[src/rtl/sample_pkg.sv]
// Shared types and constants for the Ising-array sampling run controller and its phase sampler.
package sample_pkg;

    localparam int CNT_W = 32;

    // Sampler threshold defaults, shared with the phase sampler.
    localparam logic [CNT_W-1:0] DEF_MAX    = 32'd255;
    localparam logic [CNT_W-1:0] DEF_CUTOFF = 32'd128;

    typedef enum logic [2:0] {
        S_IDLE    = 3'd0,
        S_RESET   = 3'd1,
        S_SETTLE  = 3'd2,
        S_SAMPLE  = 3'd3,
        S_CAPTURE = 3'd4,
        S_DONE    = 3'd5
    } state_t;

    // Timer reload value for a window of len cycles; a zero-length window still lasts one cycle.
    function automatic logic [CNT_W-1:0] len_m1(input logic [CNT_W-1:0] len);
        return (len == '0) ? '0 : len - CNT_W'(1);
    endfunction

endpackage

[src/rtl/sample_sequencer_if.sv]
// Host/config side of the sample sequencer: run control, run configuration and result reporting.
interface sample_sequencer_if #(
    parameter int N = 3
);
    import sample_pkg::*;

    logic             start;
    logic             abort;
    logic [CNT_W-1:0] cfg_max;
    logic [CNT_W-1:0] cfg_cutoff;
    logic [CNT_W-1:0] settle_cycles;
    logic [CNT_W-1:0] run_cycles;
    logic             busy;
    logic             done;
    logic [N-1:0]     result;
    logic             result_valid;
    logic             cfg_err;

    modport master (
        output start, abort, cfg_max, cfg_cutoff, settle_cycles, run_cycles,
        input  busy, done, result, result_valid, cfg_err
    );

    modport slave (
        input  start, abort, cfg_max, cfg_cutoff, settle_cycles, run_cycles,
        output busy, done, result, result_valid, cfg_err
    );

endinterface

[src/rtl/sample_sequencer.sv]
// Run controller for one phase-sampling pass: reset array and sampler, settle, sample for a
// programmed window, then capture the phase vector and report it with a done pulse.
module sample_sequencer
    import sample_pkg::*;
#(
    parameter int               N          = 3,
    parameter int               RST_CYCLES = 4,
    parameter logic [CNT_W-1:0] DEF_MAX    = sample_pkg::DEF_MAX,
    parameter logic [CNT_W-1:0] DEF_CUTOFF = sample_pkg::DEF_CUTOFF
) (
    input  logic             clk,
    input  logic             rstn,
    sample_sequencer_if.slave host,
    input  logic [N-1:0]     phase_in,
    output logic [CNT_W-1:0] counter_max,
    output logic [CNT_W-1:0] counter_cutoff,
    output logic             core_rstn,
    output logic             sample_rstn
);

    localparam logic [CNT_W-1:0] RST_M1 = CNT_W'(RST_CYCLES - 1);

    state_t           state;
    logic [CNT_W-1:0] tmr;
    logic [CNT_W-1:0] settle_lat;
    logic [CNT_W-1:0] run_lat;
    logic             busy_q;
    logic             done_q;
    logic [N-1:0]     result_q;
    logic             result_valid_q;
    logic             cfg_err_q;

    assign host.busy         = busy_q;
    assign host.done         = done_q;
    assign host.result       = result_q;
    assign host.result_valid = result_valid_q;
    assign host.cfg_err      = cfg_err_q;

    // Every output is assigned the value it must hold in the state being entered,
    // so all of them stay registered with no input-to-output path.
    always_ff @(posedge clk or negedge rstn) begin
        if (!rstn) begin
            state          <= S_IDLE;
            tmr            <= '0;
            settle_lat     <= '0;
            run_lat        <= '0;
            counter_max    <= DEF_MAX;
            counter_cutoff <= DEF_CUTOFF;
            core_rstn      <= 1'b0;
            sample_rstn    <= 1'b0;
            busy_q         <= 1'b0;
            done_q         <= 1'b0;
            result_q       <= '0;
            result_valid_q <= 1'b0;
            cfg_err_q      <= 1'b0;
        end else begin
            // NOTE: non-blocking throughout, so every register updates from pre-edge values.
            done_q <= 1'b0;
            if (host.abort && state != S_IDLE && state != S_DONE) begin
                state       <= S_IDLE;
                core_rstn   <= 1'b1;
                sample_rstn <= 1'b0;
                busy_q      <= 1'b0;
            end else begin
                case (state)
                    S_IDLE: begin
                        core_rstn   <= 1'b1;
                        sample_rstn <= 1'b0;
                        busy_q      <= 1'b0;
                        if (host.start && !host.abort) begin
                            counter_max    <= host.cfg_max;
                            counter_cutoff <= (host.cfg_cutoff > host.cfg_max) ? host.cfg_max
                                                                               : host.cfg_cutoff;
                            cfg_err_q      <= (host.cfg_cutoff > host.cfg_max);
                            settle_lat     <= host.settle_cycles;
                            run_lat        <= host.run_cycles;
                            result_valid_q <= 1'b0;
                            tmr            <= RST_M1;
                            core_rstn      <= 1'b0;
                            busy_q         <= 1'b1;
                            state          <= S_RESET;
                        end
                    end
                    S_RESET: begin
                        if (tmr == '0) begin
                            core_rstn <= 1'b1;
                            if (settle_lat == '0) begin
                                tmr         <= len_m1(run_lat);
                                sample_rstn <= 1'b1;
                                state       <= S_SAMPLE;
                            end else begin
                                tmr   <= settle_lat - CNT_W'(1);
                                state <= S_SETTLE;
                            end
                        end else begin
                            tmr <= tmr - CNT_W'(1);
                        end
                    end
                    S_SETTLE: begin
                        if (tmr == '0) begin
                            tmr         <= len_m1(run_lat);
                            sample_rstn <= 1'b1;
                            state       <= S_SAMPLE;
                        end else begin
                            tmr <= tmr - CNT_W'(1);
                        end
                    end
                    S_SAMPLE: begin
                        if (tmr == '0) begin
                            state <= S_CAPTURE;
                        end else begin
                            tmr <= tmr - CNT_W'(1);
                        end
                    end
                    S_CAPTURE: begin
                        // The extra cycle here lets the sampler's registered phase output settle.
                        result_q       <= phase_in;
                        result_valid_q <= 1'b1;
                        done_q         <= 1'b1;
                        sample_rstn    <= 1'b0;
                        state          <= S_DONE;
                    end
                    S_DONE: begin
                        busy_q <= 1'b0;
                        state  <= S_IDLE;
                    end
                    default: begin
                        core_rstn   <= 1'b1;
                        sample_rstn <= 1'b0;
                        busy_q      <= 1'b0;
                        state       <= S_IDLE;
                    end
                endcase
            end
        end
    end

endmodule

[src/flat_wrapper.sv]
// flat-port wrapper written by rule: the top's interface ports become plain ports
module sample_sequencer_flat import sample_pkg::*;
#(
    parameter int               N          = 3,
    parameter int               RST_CYCLES = 4,
    parameter logic [CNT_W-1:0] DEF_MAX    = sample_pkg::DEF_MAX,
    parameter logic [CNT_W-1:0] DEF_CUTOFF = sample_pkg::DEF_CUTOFF
)
  (clk, rstn, phase_in, counter_max, counter_cutoff, core_rstn, sample_rstn, host_start, host_abort, host_cfg_max, host_cfg_cutoff, host_settle_cycles, host_run_cycles, host_busy, host_done, host_result, host_result_valid, host_cfg_err);
  sample_sequencer_if #(.N(N)) host_i ();
  input  logic clk;
  input  logic rstn;
  input  logic [N-1:0] phase_in;
  output logic [CNT_W-1:0] counter_max;
  output logic [CNT_W-1:0] counter_cutoff;
  output logic core_rstn;
  output logic sample_rstn;
  input wire logic [$bits(host_i.start)-1:0] host_start;
  input wire logic [$bits(host_i.abort)-1:0] host_abort;
  input wire logic [$bits(host_i.cfg_max)-1:0] host_cfg_max;
  input wire logic [$bits(host_i.cfg_cutoff)-1:0] host_cfg_cutoff;
  input wire logic [$bits(host_i.settle_cycles)-1:0] host_settle_cycles;
  input wire logic [$bits(host_i.run_cycles)-1:0] host_run_cycles;
  output wire logic [$bits(host_i.busy)-1:0] host_busy;
  output wire logic [$bits(host_i.done)-1:0] host_done;
  output wire logic [$bits(host_i.result)-1:0] host_result;
  output wire logic [$bits(host_i.result_valid)-1:0] host_result_valid;
  output wire logic [$bits(host_i.cfg_err)-1:0] host_cfg_err;
  assign host_i.start = host_start;
  assign host_i.abort = host_abort;
  assign host_i.cfg_max = host_cfg_max;
  assign host_i.cfg_cutoff = host_cfg_cutoff;
  assign host_i.settle_cycles = host_settle_cycles;
  assign host_i.run_cycles = host_run_cycles;
  assign host_busy = host_i.busy;
  assign host_done = host_i.done;
  assign host_result = host_i.result;
  assign host_result_valid = host_i.result_valid;
  assign host_cfg_err = host_i.cfg_err;
  sample_sequencer #(.N(N), .RST_CYCLES(RST_CYCLES), .DEF_MAX(DEF_MAX), .DEF_CUTOFF(DEF_CUTOFF)) u_core (.clk(clk), .rstn(rstn), .host(host_i), .phase_in(phase_in), .counter_max(counter_max), .counter_cutoff(counter_cutoff), .core_rstn(core_rstn), .sample_rstn(sample_rstn));
endmodule
[config.mk]
export PLATFORM = sky130hd
export DESIGN_NAME = sample_sequencer_flat
export DESIGN_NICKNAME = d
export VERILOG_FILES = /design/src/rtl/sample_pkg.sv /design/src/rtl/sample_sequencer_if.sv /design/src/rtl/sample_sequencer.sv /design/src/flat_wrapper.sv
export SDC_FILE = /design/constraint.sdc
export NUM_CORES = 1
export LEC_CHECK = 0
export ABC_AREA = 0
export CAP_MARGIN = 20
export CORE_UTILIZATION = 50
export CTS_BUF_LIST = sky130_fd_sc_hd__clkbuf_4 sky130_fd_sc_hd__clkbuf_8
export DETAILED_ROUTE_END_ITERATION = 12
export DONT_BUFFER_PORTS = 1
export HOLD_SLACK_MARGIN = 0.08
export PLACE_DENSITY = 0.69
export SLEW_MARGIN = 10
export SYNTH_ARGS = -nofsm -noshare
export SYNTH_HDL_FRONTEND = slang
export SYNTH_SLANG_ARGS = --single-unit
[constraint.sdc]
create_clock -name clk -period 2.8 [get_ports clk]
set_input_delay 0.42 -clock clk [delete_from_list [all_inputs] [get_ports clk]]
set_output_delay 0.42 -clock clk [all_outputs]
set_load 0.01 [all_outputs]
==> results.toml, run 1 <==
[clocking]
cts_buffer_depth = 2
cts.sinks = 172
cts_htree_levels = 4
clock_latency_ns = 0.48
clk_pin_slew_ns = 0.11
cts_tree = "built"
cts_root_buf = "clkbuf_8"
numCtsBuffers = 17
holdBufCountCts = 64

[critical_path]
cp.buffers_inverters = 1
cp_cell_sequence = "or3_4 -> or3_1 -> or4_4 -> buf_6 -> nor3_1 -> a32oi_1 -> o21ai_0"
path_class = "flop to flop"
cp.arrival_ns = 3.17
cpPeakStageDelay_ns = 0.55
cp-start-kind = "flop"
cp_max_fo = 8
cp_top_family = "simple AND/OR/NAND/NOR gates"
required_ns = 3.20
cp-end-kind = "flop"
cp_slowest_cell = "or4_4"

[power]
max-vdd-ir-drop_mv = 0.338
p_leak_nw = 5.57
sw_frac_of_total = 0.388
intPower_mw = 4.78
p_clk_frac = 0.233
power_switching_mw = 3.03
combinationalPowerShare = 0.306
pwr-share-seq = 0.461
pwr_density_cell_nw_per_um2 = 639

[synth]
syn_avg_cell_area_um2 = 8.53
synthDistinctLibCells = 72
yosysWarnings = 0
ys.flop_type = "dfrtp_1"
synth_edf_count = 0
synthSimpleGateAreaFrac = 0.223
yosysSeqAreaShare = 0.416
syn_nets = 1387
synth-xor-area-share = 0.0482
synth_seq_cells = 172
synth_mux_area_frac = 0.00628
synth_cells = 1215
syn_area_um2 = 10400
synthAdderAreaFrac = 0.0447
synth_top_family_by_area = "simple AND/OR/NAND/NOR gates"
synth_compound_area_frac = 0.217
postSynth.asyncResetShare = 1.00

[detailed_routing]
dr.pass1.iters = 5
post_drt_wl_per_cell_um = 19.3
wirelength_um = 30700
drt_iter0_markers = 813
vias = 9600
final_antenna_net_count = 0
drc = 0
vias_per_cell = 6.04

[outcome]
failed_checks = "negative hold slack"
status = "finished with violations"

[timing]
fin_hold_ws_ns = -0.377
worst_pin_slew_ns = 0.967
max_freq_mhz = 361
setup_viol = 0
final_hold_viol_count = 172
max_slew_margin = 0.353
setup_slack_ns = 0.0320
maxSlewViolCount = 0
finClkSkew_ns = 0.0231
min_period_over_period = 0.989
fin_crit_ns = 2.77
tns_ns = 0

[global_route]
grt_max_degree = 173
grt_util_all_layers = 0.295
antenna_found_initial = 0
grt_pass1_wl_um = 50000
overflow = 0
grt_pass1_vias = 9473

[min_path]
worstHoldPathType = "input pin to asynchronous set/reset pin"

[floorplan]
core_region_area_um2 = 20300
io-pin-count = 208
rows = 52
start_util = 0.511
die-area_um2 = 21300
die_x_um = 146
die_h_um = 146

[placement]
hpwl_um = 21800
portBuffers = 0
globalplace.congestion = 1.00
dpl_cell_area_um2 = 11100
dp_worst_setup_slack_ns = 0.108
place_inst = 1493

[final_layout]
stdcell_area_um2 = 12200
area_growth_pct = 17.9
diodes = 0
nNetsFinal = 1479
drive_gt1_frac = 0.114
instances_no_fill = 1590

[flow_run]
drv_cap = 0
-- area by class of cell --
| class | count | area, um^2 |
|---|---|---|
| Fill cell | 1780 | 8080 |
| Multi-Input combinational cell | 927 | 5650 |
| Sequential cell | 172 | 4320 |
| Timing Repair Buffer | 142 | 1330 |
| Tap cell | 270 | 338 |
| Clock buffer | 18 | 248 |
| Inverter | 47 | 176 |
| Clock inverter | 14 | 165 |
-- cells in the final DEF (no fill, tap or decap), drive strengths merged, types with 32 or more instances in the layout --
master and n:
nor4 33, o31ai 39, dfrtp 163, nand2 266, dlygate4sd3 64, nor2 58
o22a 32, o21a 32, buf 78, nor3 38, o21ai 90, a21oi 43
inv 56, ha 37
-- sequential cells by signal, indices dropped and copies added, names as in the netlist, 3 cells and up --
signal	cells
u_core.settle_lat	32
u_core.counter_max	32
u_core.run_lat	32
u_core.host.result	3
u_core.tmr	32
u_core.counter_cutoff	32
u_core.state	3
-- stage by stage --
stage	utilization	total power, mW
global placement	0.548	5.84
finish	0.602	7.81
floorplan	-	5.02
detailed placement	0.548	5.88
CTS	0.600	7.77
global route	0.602	8.25
-- cells in the mapped netlist, types with 3 or more instances --
library cell / number / area [um^2]
nand2_1: 265 / 995
dfrtp_1: 163 / 4080
o21ai_0: 77 / 385
nor2_1: 58 / 218
inv_1: 47 / 176
clkbuf_1: 46 / 173
a21oi_1: 42 / 210
o31ai_1: 39 / 293
nor3_1: 38 / 190
ha_1: 37 / 463
o21a_1: 32 / 240
o22a_1: 32 / 280
nor4_1: 31 / 194
xor2_1: 29 / 254
xnor2_1: 28 / 245
a22oi_1: 24 / 180
a21o_1: 18 / 135
nand3_1: 18 / 90.1
nand4_1: 15 / 93.8
or3_1: 13 / 81.3
o21ai_1: 12 / 60.1
or4_1: 11 / 82.6
buf_1: 10 / 37.5
o211ai_1: 10 / 75.1
dfstp_2: 9 / 236
buf_2: 8 / 40.0
o22ai_1: 8 / 50.1
or2_2: 7 / 43.8
a31oi_1: 6 / 37.5
and4_1: 6 / 52.6
a221oi_1: 4 / 35.0
and3_1: 4 / 25.0
mux2_2: 4 / 45.0
nand2b_1: 4 / 25.0
nor2b_1: 4 / 25.0
a221o_1: 3 / 30.0
a2bb2oi_1: 3 / 26.3
and4b_1: 3 / 30.0
nand4b_1: 3 / 26.3
-- power groups by stage --
| stage | sequential [mW] | combinational [mW] | clock, mW |
|---|---|---|---|
| floorplan | 3.47 | 1.55 | 0 |
| global placement | 3.62 | 2.22 | 0 |
| detailed placement | 3.63 | 2.25 | 0 |
| CTS | 3.58 | 2.33 | 1.85 |
| global route | 3.66 | 2.63 | 1.96 |
| finish | 3.60 | 2.39 | 1.82 |
-- path summary, 6_finish.rpt --
check,from,to,slack [ns],depth (start not counted)
max,u_core.tmr[21],u_core.tmr[31],0.03,7
min,rstn,u_core.tmr[28],-0.38,0
max reg2reg,u_core.tmr[21],u_core.tmr[31],0.03,7
min reg2reg,u_core.counter_max[0],u_core.counter_max[0],0.50,2
max in group asynchronous,rstn,u_core.counter_max[5],2.80,0
min in group clk,host_settle_cycles[25],u_core.settle_lat[25],0.09,2
-- metal layers --
layer,GRT usage,routed length (um),up-vias
met3,0.0834,2530,71
met2,0.491,15000,391
met4,0.114,962,0
met5,0,0,-
li1,-,-,4544
met1,0.362,12300,4594
-- worst register-to-register path, stage by stage (launching register included) --
cell	delay, ns
dfrtp_1	0.43
or3_4	0.41
or3_1	0.35
or4_4	0.55
buf_6	0.17
nor3_1	0.44
a32oi_1	0.25
o21ai_0	0.12
-- kinds of logic (layout without fill, tap and decap cells) --
group / after synthesis / in the layout
AOI/OAI and AO/OA: 331 / 331
buffers and inverters: 116 / 221
and+or+nand+nor: 496 / 496
xor gates and xnor gates: 57 / 57
muxes: 6 / 6
DFF: 172 / 172
adders and majority gates: 37 / 37
-- repair_timing --
| item | in CTS | in global routing |
|---|---|---|
| setup buffers | 0 | 1 |
| endpoints found under the hold margin | 239 | 172 |
| endpoints found under the setup margin | 0 | 21 |
| resized for setup | 0 | 8 |
Note: power is estimated with default switching activity, not from simulation.
==> inputs of run 2 (changes only) <==
==> constraint.sdc (replaced) <==
create_clock -name clk -period 3.4 [get_ports clk]
set_input_delay 0.51 -clock clk [delete_from_list [all_inputs] [get_ports clk]]
set_output_delay 0.51 -clock clk [all_outputs]
set_load 0.01 [all_outputs]
==> results.toml, run 2 (synthesis gave the netlist of run 1 again) <==
[critical_path]
path_class = "flop to flop"
r2r_slack_ns = 0.25
cp-end-kind = "flop"
r2r-start = "u_core.tmr[0]"
r2r_cells = 9
cp.arrival_ns = 3.49
cp-start-kind = "flop"
cp_max_fo = 15
required_ns = 3.74
rr_endpoint = "u_core.tmr[19]"

[floorplan]
die-area_um2 = 21300
core_region_area_um2 = 20300
start_util = 0.511
io-pin-count = 208
die_x_um = 146
die_h_um = 146
rows = 52

[final_layout]
final_cell_mix = "nand2_1, dfrtp_1, o21ai_0"
instances_no_fill = 1478
fin_util = 0.548
drive_gt1_frac = 0.0795
stdcell_area_um2 = 11100
final_common_cell = "nand2_1"
nNetsFinal = 1367
diodes = 0
area_growth_pct = 7.35

[detailed_routing]
vias = 9060
post_drt_wl_per_cell_um = 19.8
dr.pass1.iters = 5
vias_per_cell = 6.13
final_antenna_net_count = 0
drt_iter0_markers = 635
wirelength_um = 29300
drc = 0

[global_route]
overflow = 0
antenna_found_initial = 0
grt_util_all_layers = 0.282
busiest_layer = "met2"
grtUsageMet3 = 0.0887
grt_use_met1 = 0.349
grt_pass1_vias = 8863
met2_usage = 0.464
grt_max_degree = 173
grt_pass1_wl_um = 47400

[clocking]
cts_htree_levels = 4
cts_root_buf = "clkbuf_8"
holdBufCountCts = 1
clk_pin_slew_ns = 0.10
clock_latency_ns = 0.48
cts_buffer_depth = 2
cts.sinks = 172
numCtsBuffers = 17
cts_tree = "built"

[timing]
maxSlewViolCount = 0
worst_pin_slew_ns = 1.07
final_hold_viol_count = 164
max_slew_margin = 0.282
finClkSkew_ns = 0.0173
fin_crit_ns = 3.15
min_period_over_period = 0.927
rsz0062_at_grt = "false"
setup_viol = 0
max_freq_mhz = 317
fin_hold_ws_ns = -0.279

[power]
p_leak_nw = 5.04
pwr_density_cell_nw_per_um2 = 551
max-vdd-ir-drop_mv = 0.311

[outcome]
status = "finished with violations"
failed_checks = "negative hold slack"

[flow_run]
drv_cap = 0

[min_path]
worstHoldPathType = "input pin to asynchronous set/reset pin"

[placement]
portBuffers = 0
hpwl_um = 21200
place_inst = 1445
dpl_cell_area_um2 = 10700
globalplace.congestion = 0.914
==> run 2: cell types whose count changed in the layout (fill, tap and decap cells not counted), sizes merged <==
cell         change
clkinv           -1
clkinvlp         +1
buf             -49
dlygate4sd3     -63
bufinv           +1
clkbuf           -1
==> run 2: per-stage QoR <==
stage	setup TNS [ns]	setup slack (ns)	power, mW
floorplan	0	0.723	4.13
global placement	-0.489	-0.0355	4.60
detailed placement	-0.587	-0.0459	4.64
CTS	0	0.279	6.16
global route	0	0.0214	6.51
finish	0	0.247	6.14
==> run 2: how the worst max path moves through the flow <==
stage,start,to
5_1_grt,u_core.tmr[27],u_core.tmr[1]
2_1_floorplan,host_cfg_max[31],u_core.counter_cutoff[10]
3_5_place_dp,host_cfg_max[28],u_core.counter_cutoff[10]
3_3_place_gp,host_cfg_max[28],u_core.counter_cutoff[6]
6_report,u_core.tmr[0],u_core.tmr[19]
4_1_cts,u_core.tmr[0],u_core.tmr[19]
==> run 2: final cells by class <==
class | instances | area [um^2]
clock inverter | 15 | 175
fill | 1876 | 9170
timing repair buffer | 30 | 278
inverter | 47 | 176
tap | 270 | 338
clock buffer | 17 | 234
multi-input combinational | 927 | 5610
sequential | 172 | 4320
==> run 2: power by group <==
| part | switching, mW | internal (mW) | total, mW |
|---|---|---|---|
| clock network | 0.884 | 0.624 | 1.51 |
| logic | 0.950 | 0.685 | 1.63 |
| registers | 0.542 | 2.45 | 2.99 |
| total | 2.38 | 3.76 | 6.14 |
==> run 2: per-layer routing <==
layer / wire length, um / share of wire / vias to the layer above
li1: - / - / 4312
met1: 12000 / 0.41 / 4381
met2: 14000 / 0.48 / 320
met3: 2440 / 0.083 / 47
met4: 737 / 0.025 / 0
met5: 0 / 0 / -
==> run 2: repair_timing <==
action | in CTS | in global routing
endpoints found under the setup margin | 0 | 0
gates resized for setup | 0 | 0
buffers inserted | 0 | 0
hold endpoints to repair | 175 | 172
==> run 2: worst max-delay path: stages (launching register included) <==
cell and delay [ns]:
dfrtp_1 0.42, inv_1 0.12, ha_1 0.15, nor4b_1 0.54
nand4_1 0.14, or4_1 0.69, a21oi_4 0.49, o21ai_0 0.16
a22oi_1 0.17, o21ai_0 0.12
==> inputs of run 3 (changes only) <==
--- a/config.mk
+++ b/config.mk
@@ -7,12 +7,14 @@
 export LEC_CHECK = 0
 export ABC_AREA = 0
 export CAP_MARGIN = 20
+export CELL_PAD_IN_SITES_DETAIL_PLACEMENT = 0
+export CELL_PAD_IN_SITES_GLOBAL_PLACEMENT = 1
 export CORE_UTILIZATION = 50
 export CTS_BUF_LIST = sky130_fd_sc_hd__clkbuf_4 sky130_fd_sc_hd__clkbuf_8
 export DETAILED_ROUTE_END_ITERATION = 12
 export DONT_BUFFER_PORTS = 1
 export HOLD_SLACK_MARGIN = 0.08
-export PLACE_DENSITY = 0.69
+export PLACE_DENSITY = 0.87
 export SLEW_MARGIN = 10
 export SYNTH_ARGS = -nofsm -noshare
 export SYNTH_HDL_FRONTEND = slang
==> results.toml, run 3 (synthesis gave the netlist of run 1 again) <==
[placement]
globalplace.congestion = 0.931
dp_worst_setup_slack_ns = 0.430
place_inst = 1441
portBuffers = 0
hpwl_um = 21300
dpl_cell_area_um2 = 10700

[timing]
tns_ns = 0
setup_viol = 0
setup_slack_ns = 0.343
fin_hold_ws_ns = -0.270
max_freq_mhz = 327
finClkSkew_ns = 0.0275
rsz0062_at_grt = "false"
fin_crit_ns = 3.06
max_slew_margin = 0.300
worst_pin_slew_ns = 1.05
maxSlewViolCount = 0
min_period_over_period = 0.899
final_hold_viol_count = 165

[final_layout]
stdcell_area_um2 = 11100
final_cell_mix = "nand2_1, dfrtp_1, o21ai_0"
instances_no_fill = 1476
drive_gt1_frac = 0.0771
final_common_cell = "nand2_1"
nNetsFinal = 1365
diodes = 0
area_growth_pct = 7.45
fin_util = 0.549

[power]
p_clk_frac = 0.241
p_leak_nw = 5.03
max-vdd-ir-drop_mv = 0.296
combinationalPowerShare = 0.270
pwr_density_cell_nw_per_um2 = 550
power_switching_mw = 2.41
intPower_mw = 3.72
sw_frac_of_total = 0.393
pwr-share-seq = 0.488
power.total_mw = 6.12

[global_route]
grt_max_degree = 173
grt_pass1_vias = 8793
grt_util_all_layers = 0.281
grt_pass1_wl_um = 47100
antenna_found_initial = 0
overflow = 0

[critical_path]
crit_end = "u_core.tmr[28]"
r2r_cells = 6
cp_slowest_cell = "or4_1"
cp_cell_sequence = "or4_1 -> nor4_1 -> and4_1 -> nand3_2 -> o32a_1 -> o211ai_1"
cpPeakStageDelay_ns = 0.62
cp_max_fo = 11
startpoint = "u_core.tmr[27]"
required_ns = 3.79
cp-start-kind = "flop"
cp-end-kind = "flop"
rr_endpoint = "u_core.tmr[28]"
r2r-start = "u_core.tmr[27]"
path_class = "flop to flop"
r2r_slack_ns = 0.34
cp.arrival_ns = 3.44

[clocking]
cts.repair.resized = 0
clk_pin_slew_ns = 0.11
numCtsBuffers = 17
cts_tree = "built"
cts_buffer_depth = 2
clock_latency_ns = 0.48
post_cts_buffers = 0
cts.sinks = 172
holdBufCountCts = 2
cts_htree_levels = 4
cts_root_buf = "clkbuf_8"

[floorplan]
die_h_um = 146
io-pin-count = 208
start_util = 0.511
core_region_area_um2 = 20300
die-area_um2 = 21300
die_x_um = 146
rows = 52

[flow_run]
drv_cap = 0

[detailed_routing]
drc = 0
drt_iter0_markers = 600
post_drt_wl_per_cell_um = 19.8
vias = 9030
final_antenna_net_count = 0
dr.pass1.iters = 5
wirelength_um = 29200
vias_per_cell = 6.12

[outcome]
status = "finished with violations"
failed_checks = "negative hold slack"

[min_path]
worstHoldPathType = "input pin to asynchronous set/reset pin"
==> run 3: cell types whose count changed in the layout (fill, tap and decap cells not counted), sizes merged <==
cell / delta
clkinv: +3
inv: -3
bufinv: -1
buf: -4
clkbuf: +2
dlygate4sd3: +1
==> run 3: routing by layer <==
metal,wire (um),global-route usage
met4,1120,0.127
met1,11600,0.346
met2,13900,0.453
met3,2610,0.0856
met5,0,0
==> run 3: area by class of cell <==
type / instances / area [um^2]
fillers: 1934 / 9160
multi-input cells: 927 / 5610
flip-flops and latches: 172 / 4320
well taps: 270 / 338
repair buffers: 28 / 278
clock buffers: 18 / 248
inverters: 47 / 176
clock inverters: 14 / 171
==> run 3: how the worst min path moves through the flow <==
| stage | from | endpoint | depth (start not counted) |
|---|---|---|---|
| global route | rstn | u_core.counter_cutoff[26] | 0 |
| CTS | rstn | u_core.counter_max[23] | 0 |
| floorplan | rstn | u_core.core_rstn | 0 |
| finish | rstn | u_core.state[0] | 0 |
| detailed placement | rstn | u_core.state[0] | 0 |
| global placement | rstn | u_core.host.done | 0 |
==> run 3: power by group through the flow <==
stage	Sequential (mW)	Clock, mW	Combinational, mW
detailed placement	3.02	0	1.64
finish	2.99	1.48	1.66
floorplan	2.86	0	1.27
CTS	2.98	1.52	1.64
global route	3.04	1.58	1.85
global placement	3.01	0	1.61
==> run 3: worst max-delay path, delay by kind of cell (launching register included) <==
kind            cells  cell delay (ns)
simple gates        4             1.94
compound gates      2             0.56
flops               1             0.47
